$ cat config.mk
export PLATFORM = sky130hd
export DESIGN_NAME = axi4_lite_rif_bridge
export DESIGN_NICKNAME = d
export VERILOG_FILES = /design/src/rtl/axi4_lite_rif_bridge.sv
export SDC_FILE = /design/constraint.sdc
export NUM_CORES = 1
export LEC_CHECK = 0
export CAP_MARGIN = 25
export CORE_MARGIN = 2
export CORE_UTILIZATION = 43
export DETAILED_ROUTE_END_ITERATION = 10
export PLACE_DENSITY = 0.86
export SYNTH_ARGS = -nofsm -noshare
export SYNTH_HDL_FRONTEND = slang
export SYNTH_SLANG_ARGS = --single-unit
export TNS_END_PERCENT = 50
$ cat constraint.sdc
create_clock -name aclk -period 2.27 [get_ports aclk]
set_clock_uncertainty 0.05 [all_clocks]
set_input_delay 0.227 -clock aclk [delete_from_list [all_inputs] [get_ports aclk]]
set_output_delay 0.227 -clock aclk [all_outputs]
set_load 0.03 [all_outputs]
$ cat src/rtl/axi4_lite_rif_bridge.sv
`default_nettype none
// ============================================================================
// axi4_lite_rif_bridge : AXI4-Lite slave to level-request register interface
// (RIF) bridge. Optional acknowledge timeout: AXI4_LITE_RIF_TIMEOUT_EN.
// Revision: 1.0
// ============================================================================
module axi4_lite_rif_bridge #(
  parameter int AXI_ADDR_WIDTH = 12,
  parameter int AXI_DATA_WIDTH = 32,
  parameter int TIMEOUT_CYCLES = 256
) (
  input  logic                        aclk,
  input  logic                        aresetn,
  input  logic [AXI_ADDR_WIDTH-1:0]   awaddr,
  input  logic                        awvalid,
  output logic                        awready,
  input  logic [AXI_DATA_WIDTH-1:0]   wdata,
  input  logic [AXI_DATA_WIDTH/8-1:0] wstrb,
  input  logic                        wvalid,
  output logic                        wready,
  output logic [1:0]                  bresp,
  output logic                        bvalid,
  input  logic                        bready,
  input  logic [AXI_ADDR_WIDTH-1:0]   araddr,
  input  logic                        arvalid,
  output logic                        arready,
  output logic [AXI_DATA_WIDTH-1:0]   rdata,
  output logic [1:0]                  rresp,
  output logic                        rvalid,
  input  logic                        rready,
  output logic                        rif_wr_req,
  output logic [AXI_ADDR_WIDTH-1:0]   rif_waddr,
  output logic [AXI_DATA_WIDTH-1:0]   rif_wdata,
  output logic [AXI_DATA_WIDTH/8-1:0] rif_wstrb,
  input  logic                        rif_wack,
  output logic                        rif_rd_req,
  output logic [AXI_ADDR_WIDTH-1:0]   rif_raddr,
  input  logic                        rif_rack,
  input  logic [AXI_DATA_WIDTH-1:0]   rif_rdata
);

  localparam int         STRB_W      = AXI_DATA_WIDTH / 8;
  localparam logic [1:0] RESP_OKAY   = 2'b00;
  localparam logic [1:0] RESP_SLVERR = 2'b10;

  if (AXI_DATA_WIDTH != 32 && AXI_DATA_WIDTH != 64) begin : g_bad_data_width
    $error("AXI_DATA_WIDTH must be 32 or 64");
  end
  if (TIMEOUT_CYCLES < 2 || TIMEOUT_CYCLES > 65535) begin : g_bad_timeout
    $error("TIMEOUT_CYCLES must be in 2..65535");
  end

  typedef enum logic [1:0] {W_IDLE = 2'd0, W_REQ = 2'd1, W_RESP = 2'd2} wr_state_t;
  typedef enum logic [1:0] {R_IDLE = 2'd0, R_REQ = 2'd1, R_RESP = 2'd2} rd_state_t;

  wr_state_t wr_state, wr_next;
  rd_state_t rd_state, rd_next;

  logic                      aw_full, w_full, ar_full;
  logic                      aw_full_nxt, w_full_nxt, ar_full_nxt;
  logic                      aw_hs, w_hs, ar_hs;
  logic                      wr_done, wr_err, rd_done, rd_err;
  logic                      wr_timeout, rd_timeout;
  logic [AXI_ADDR_WIDTH-1:0] aw_addr_q, ar_addr_q;
  logic [AXI_DATA_WIDTH-1:0] w_data_q;
  logic [STRB_W-1:0]         w_strb_q;

  assign aw_hs = awvalid & awready;
  assign w_hs  = wvalid & wready;
  assign ar_hs = arvalid & arready;

  // Holding registers only load while empty, so the RIF side sees them stable.
  assign rif_wr_req = (wr_state == W_REQ);
  assign rif_waddr  = aw_addr_q;
  assign rif_wdata  = w_data_q;
  assign rif_wstrb  = w_strb_q;
  assign rif_rd_req = (rd_state == R_REQ);
  assign rif_raddr  = ar_addr_q;

`ifdef AXI4_LITE_RIF_TIMEOUT_EN
  localparam logic [15:0] TO_LAST = 16'(TIMEOUT_CYCLES - 1);
  logic [15:0] wr_cnt, rd_cnt;

  // Counters sit at zero outside the request states, so entry always starts at 0.
  always_ff @(posedge aclk) begin
    if (!aresetn || wr_state != W_REQ) wr_cnt <= '0;
    else                               wr_cnt <= wr_cnt + 16'd1;
    if (!aresetn || rd_state != R_REQ) rd_cnt <= '0;
    else                               rd_cnt <= rd_cnt + 16'd1;
  end

  assign wr_timeout = (wr_cnt == TO_LAST);
  assign rd_timeout = (rd_cnt == TO_LAST);
`else
  assign wr_timeout = 1'b0;
  assign rd_timeout = 1'b0;
`endif

  // ---------------------------------------------------------------- write
  always_ff @(posedge aclk) begin
    if (!aresetn) wr_state <= W_IDLE;
    else          wr_state <= wr_next;
  end

  always_comb begin
    wr_next = wr_state;
    wr_done = 1'b0;
    wr_err  = 1'b0;
    case (wr_state)
      W_IDLE: if (aw_full && w_full) wr_next = W_REQ;
      W_REQ: begin
        // Acknowledge is tested first so it wins over a simultaneous expiry.
        if (rif_wack) begin
          wr_next = W_RESP;
          wr_done = 1'b1;
        end else if (wr_timeout) begin
          wr_next = W_RESP;
          wr_done = 1'b1;
          wr_err  = 1'b1;
        end
      end
      W_RESP: if (bvalid && bready) wr_next = W_IDLE;
      default: wr_next = W_IDLE;
    endcase
    aw_full_nxt = wr_done ? 1'b0 : (aw_full | aw_hs);
    w_full_nxt  = wr_done ? 1'b0 : (w_full | w_hs);
  end

  always_ff @(posedge aclk) begin
    if (!aresetn) begin
      aw_full   <= 1'b0;
      w_full    <= 1'b0;
      awready   <= 1'b0;
      wready    <= 1'b0;
      aw_addr_q <= '0;
      w_data_q  <= '0;
      w_strb_q  <= '0;
      bvalid    <= 1'b0;
      bresp     <= RESP_OKAY;
    end else begin
      aw_full <= aw_full_nxt;
      w_full  <= w_full_nxt;
      awready <= ~aw_full_nxt;
      wready  <= ~w_full_nxt;
      if (aw_hs) aw_addr_q <= awaddr;
      if (w_hs) begin
        w_data_q <= wdata;
        w_strb_q <= wstrb;
      end
      if (wr_done) begin
        bvalid <= 1'b1;
        bresp  <= wr_err ? RESP_SLVERR : RESP_OKAY;
      end else if (bvalid && bready) begin
        bvalid <= 1'b0;
      end
    end
  end

  // ----------------------------------------------------------------- read
  always_ff @(posedge aclk) begin
    if (!aresetn) rd_state <= R_IDLE;
    else          rd_state <= rd_next;
  end

  // The AR handshake lands in a holding register first, giving reads the
  // same request latency as writes.
  always_comb begin
    rd_next = rd_state;
    rd_done = 1'b0;
    rd_err  = 1'b0;
    case (rd_state)
      R_IDLE: if (ar_full) rd_next = R_REQ;
      R_REQ: begin
        if (rif_rack) begin
          rd_next = R_RESP;
          rd_done = 1'b1;
        end else if (rd_timeout) begin
          rd_next = R_RESP;
          rd_done = 1'b1;
          rd_err  = 1'b1;
        end
      end
      R_RESP: if (rvalid && rready) rd_next = R_IDLE;
      default: rd_next = R_IDLE;
    endcase
    ar_full_nxt = (rd_state == R_IDLE && ar_full) ? 1'b0 : (ar_full | ar_hs);
  end

  always_ff @(posedge aclk) begin
    if (!aresetn) begin
      ar_full   <= 1'b0;
      arready   <= 1'b0;
      ar_addr_q <= '0;
      rvalid    <= 1'b0;
      rresp     <= RESP_OKAY;
      rdata     <= '0;
    end else begin
      ar_full <= ar_full_nxt;
      arready <= (rd_next == R_IDLE) && !ar_full_nxt;
      if (ar_hs) ar_addr_q <= araddr;
      if (rd_done) begin
        rvalid <= 1'b1;
        rresp  <= rd_err ? RESP_SLVERR : RESP_OKAY;
        rdata  <= rd_err ? '0 : rif_rdata;
      end else if (rvalid && rready) begin
        rvalid <= 1'b0;
      end
    end
  end

endmodule
`default_nettype wire

# Word-level counts from Yosys, hierarchy flattened
# Index checks and enable logic that the tools add are counted.
# Widths: inputs -> output; s select.
# word_totals
ff_bits	104
elab_cells	61
# classes
n_eq_ne	7
mux	19
bitwise	8
reduce_logical	12
# op_table
cell	n
$mux 2	6
$pmux 2 s3	2
$mux 1	11
$logic_not 2->1	3
$logic_and 1x1->1	5
$eq 2x1->1 const B	2
$eq 2x2->1 const B	2
$ne 2x2->1 const B	2
$reduce_bool 2->1	2
$and 1x1->1	3
$or 1x1->1	3
$reduce_and 3->1	1
$ne 2x1->1 const B	1
$not 1->1	2
$logic_not 1->1	1

# Depth between registers and ports, before layout
# logic_depth
word_depth	5
mapped_depth	5
depth_no_buf	3

# Least setup slack after synthesis
# No wires, ideal clock.
# synth_path
path_type	reg-to-reg
startpoint	register wr_state[0]
endpoint	register awready
setup_ns	0.058
arrival_time_ns	1.162
path_slack_ns	1.000
stages_incl_launch_ff	4
synth_period_minus_slack_ns	1.270
path_cell_list	dfxtp_1 nor2b_1 and2_1 o21a_1
# synth_between
elab_chain_len	4
# synth_rtl
element	line	rtl
start: declaration	56	wr_state_t wr_state, wr_next;
start signal: assignment	102	else wr_state <= wr_next;
$eq 2x1->1	n/a	
via rif_wr_req	31	output logic rif_wr_req,
$mux 1	109	case (wr_state)
$mux 1	125	aw_full_nxt = wr_done ? 1'b0 : (aw_full | aw_hs);
$not 1->1	143	awready <= ~aw_full_nxt;
end signal: assignment	143	
end: declaration	16	output logic awready,
# The timed path passes the listed nets, and every way through them passes these cells.
# A chain may end at the register's enable or synchronous reset.

# Worst setup path in the final report
# layout_path
startpoint	register rd_state[0]
endpoint	output rif_rd_req
# layout_between
elab_chain_len	1
# layout_rtl
element	line	rtl
start: declaration	57	rd_state_t rd_state, rd_next;
start signal: assignment	162	else rd_state <= rd_next;
$eq 2x1->1	77	assign rif_rd_req = (rd_state == R_REQ);
end: declaration	36	output logic rif_rd_req,
# No other way between the ends.

==> reports/results.tsv <==
metric	value	unit
status	complete, no violations	
synth-main-ff-cell	dfxtp_1	
syn_area	3980	sq um
synthSimpleGateAreaFrac	0.221	
die_h	100	um
clockPowerShare	0.313	
start_kind	register	
fin_crit_sh	0.845	
synth_compound_area_frac	0.178	
gr-total-overflow	0	
globalRouteTotalUtil	0.200	
grt_max_degree	80	
setup_tns	0	ns
wl_per_cell	13.7	um
synthMuxAreaShare	0.00534	
first_pass_iters	4	
synth_seq_cells	104	
clock_sinks	104	
seq_area_frac_synth	0.523	
ys.warnings.count	0	
synth_xor_area_frac	0	
grt_pass1_wl	16.3	mm
cts_made_buffers	9	
power.share.switching	0.269	
final_net_count	738	
cellPowerDensity	614	nW/um^2
synth_cell_types	31	
synth_top_family_by_area	simple AND/OR/NAND/NOR gates	
antenna_found_initial	0	
hold_path_class	input pin to register	
cap_violations	0	
comb_power_share	0.172	
grt_pass1_vias	3510	
crit_fanout	5	
drive_above_1_share	0.0514	
drt-total-wl	10.3	mm
gp_congestion	0.778	
switchingPower	1.01	mW
port-buffer-count	199	
endpoint_kind	output pin	
drtIter0Drc	72	
yosys.area.top_type	dfxtp_1	
power	3.76	mW
worstPathRequired	1.99	ns
synth_common_cells	158 x nand2_1, 104 x dfxtp_1, 62 x a21boi_0	
synth_edf_count	0	
cp.arrival	1.64	ns
rsz0062_at_grt	false	
max_freq	521	MHz
pwr-share-seq	0.515	
syn_inst	457	
postCtsResizedCells	0	
yosysMostFrequentCell	nand2_1	
synth_adder_area_share	0	
leakagePower	2.15	nW
io_pins	204	
ir_worst_vdd	0.000320	V
core_area	9110	sq um
clk_pin_slew	0.10	ns
synth_top_area_share	0.523	
slew_headroom	0.666	
synthToLayoutAreaGrowth	53.5	%
die_area	10100	sq um
num_vias	3645	
cts_setup_buffers	0	
p_int	2.75	mW
clkLatencyLatePin	0.35	ns
yosys-top-cells-area	dfxtp_1 52%, nand2_1 15%, a21boi_0 12%	
ant_nets	0	
cts-htree-levels	3	
fp-row-count	35	
crit_type	register to output pin	
cts_tree	built	
worstMarginPinSlew	0.501	ns
avgSynthCellArea	8.72	sq um
hold_viol	0	
dp_hpwl	7.56	mm
insertedDiodeCount	0	
slew_viol_final	0	
synthArstFlopShare	0	
dieWidth	100	um
initial_core_util	0.437	
clockBufferDepth	2	
ctsRootBufferMaster	clkbuf_8	
layout_min_cycle_time	1.92	ns
drc	0	
routed_via_density	4.84	
postCtsHoldBufs	0	
setup_viol	0	
[flip-flops by register name, summed over array words and instances (netlist names)]
| register | cells |
|---|---|
| rif_wdata | 32 |
| bvalid | 1 |
| rif_wstrb | 4 |
| arready | 1 |
| awready | 1 |
| w_full | 1 |
| ar_full | 1 |
| rd_state | 2 |
| rif_waddr | 12 |
| rdata | 32 |
| aw_full | 1 |
| wready | 1 |
| wr_state | 2 |
| rvalid | 1 |
| rif_raddr | 12 |
[worst max-delay path: stages (launching register included)]
cell and delay, ns:
dfxtp_1 0.42, and2b_2 0.19, clkdlybuf4s50_1 0.69
[power groups by stage]
stage,Clock (mW),Sequential [mW],Combinational (mW)
2_1_floorplan,0,2.10,0.193
3_3_place_gp,0,1.97,0.636
3_5_place_dp,0,1.98,0.646
4_1_cts,1.20,1.94,0.649
5_1_grt,1.29,1.95,0.689
6_report,1.17,1.94,0.646
[cell type report]
| class | instances | area, sq um |
|---|---|---|
| fillers | 684 | 3000 |
| clock buffers | 10 | 128 |
| clock inverters | 6 | 72.6 |
| multi-input cells | 317 | 1630 |
| flip-flops and latches | 104 | 2080 |
| well taps | 111 | 139 |
| repair buffers | 203 | 2060 |
| inverters | 2 | 7.51 |
[cell families after synthesis]
| kind of cell | Yosys count |
|---|---|
| mux | 2 |
| compound gates | 101 |
| buf+inv | 39 |
| flops | 104 |
| other cells | 1 |
| simple gates | 210 |
[per-layer routing]
layer | track usage | routed length, um
met1 | 0.236 | 4350
met2 | 0.347 | 5100
met3 | 0.0606 | 693
met4 | 0.0632 | 160
met5 | 0 | 0
[per-stage QoR]
| stage | setup WS (ns) | instances | instance area (sq um) | hold WS (ns) | util |
|---|---|---|---|---|---|
| finish | 0.351 | 753 | 6110 | 0.285 | 0.671 |
| global route | 0.251 | 753 | 6110 | 0.292 | 0.671 |
| CTS | 0.330 | 753 | 6110 | 0.278 | 0.671 |
| detailed placement | 0.518 | 737 | 5910 | 0.390 | 0.649 |
| global placement | 0.588 | 737 | 5910 | 0.386 | 0.649 |
| floorplan | 1.00 | 460 | 4000 | 0.307 | - |
[placed cells by master, fill, tap and decap left out, drive strengths merged, types with 2 or more instances in the layout]
cell type and count:
clkdlybuf4s50 198, nand2 158, dfxtp 104, a21boi 62
o21ai 34, nand3 32, clkbuf 10, and2 5
inv 5, buf 5, nor2 4, o21a 4
conb 4, nand3b 3, nor2b 2
[path summary, 6_finish.rpt]
path | start | end | slack [ns] | cells after the start
max reg2reg | wready | rif_wdata[21] | 0.83 | 4
min | aresetn | rvalid | 0.28 | 2
max | rd_state[0] | rif_rd_req | 0.35 | 2
min reg2reg | rdata[9] | rdata[9] | 0.40 | 2
No activity file was read; power rests on OpenSTA's default activity.
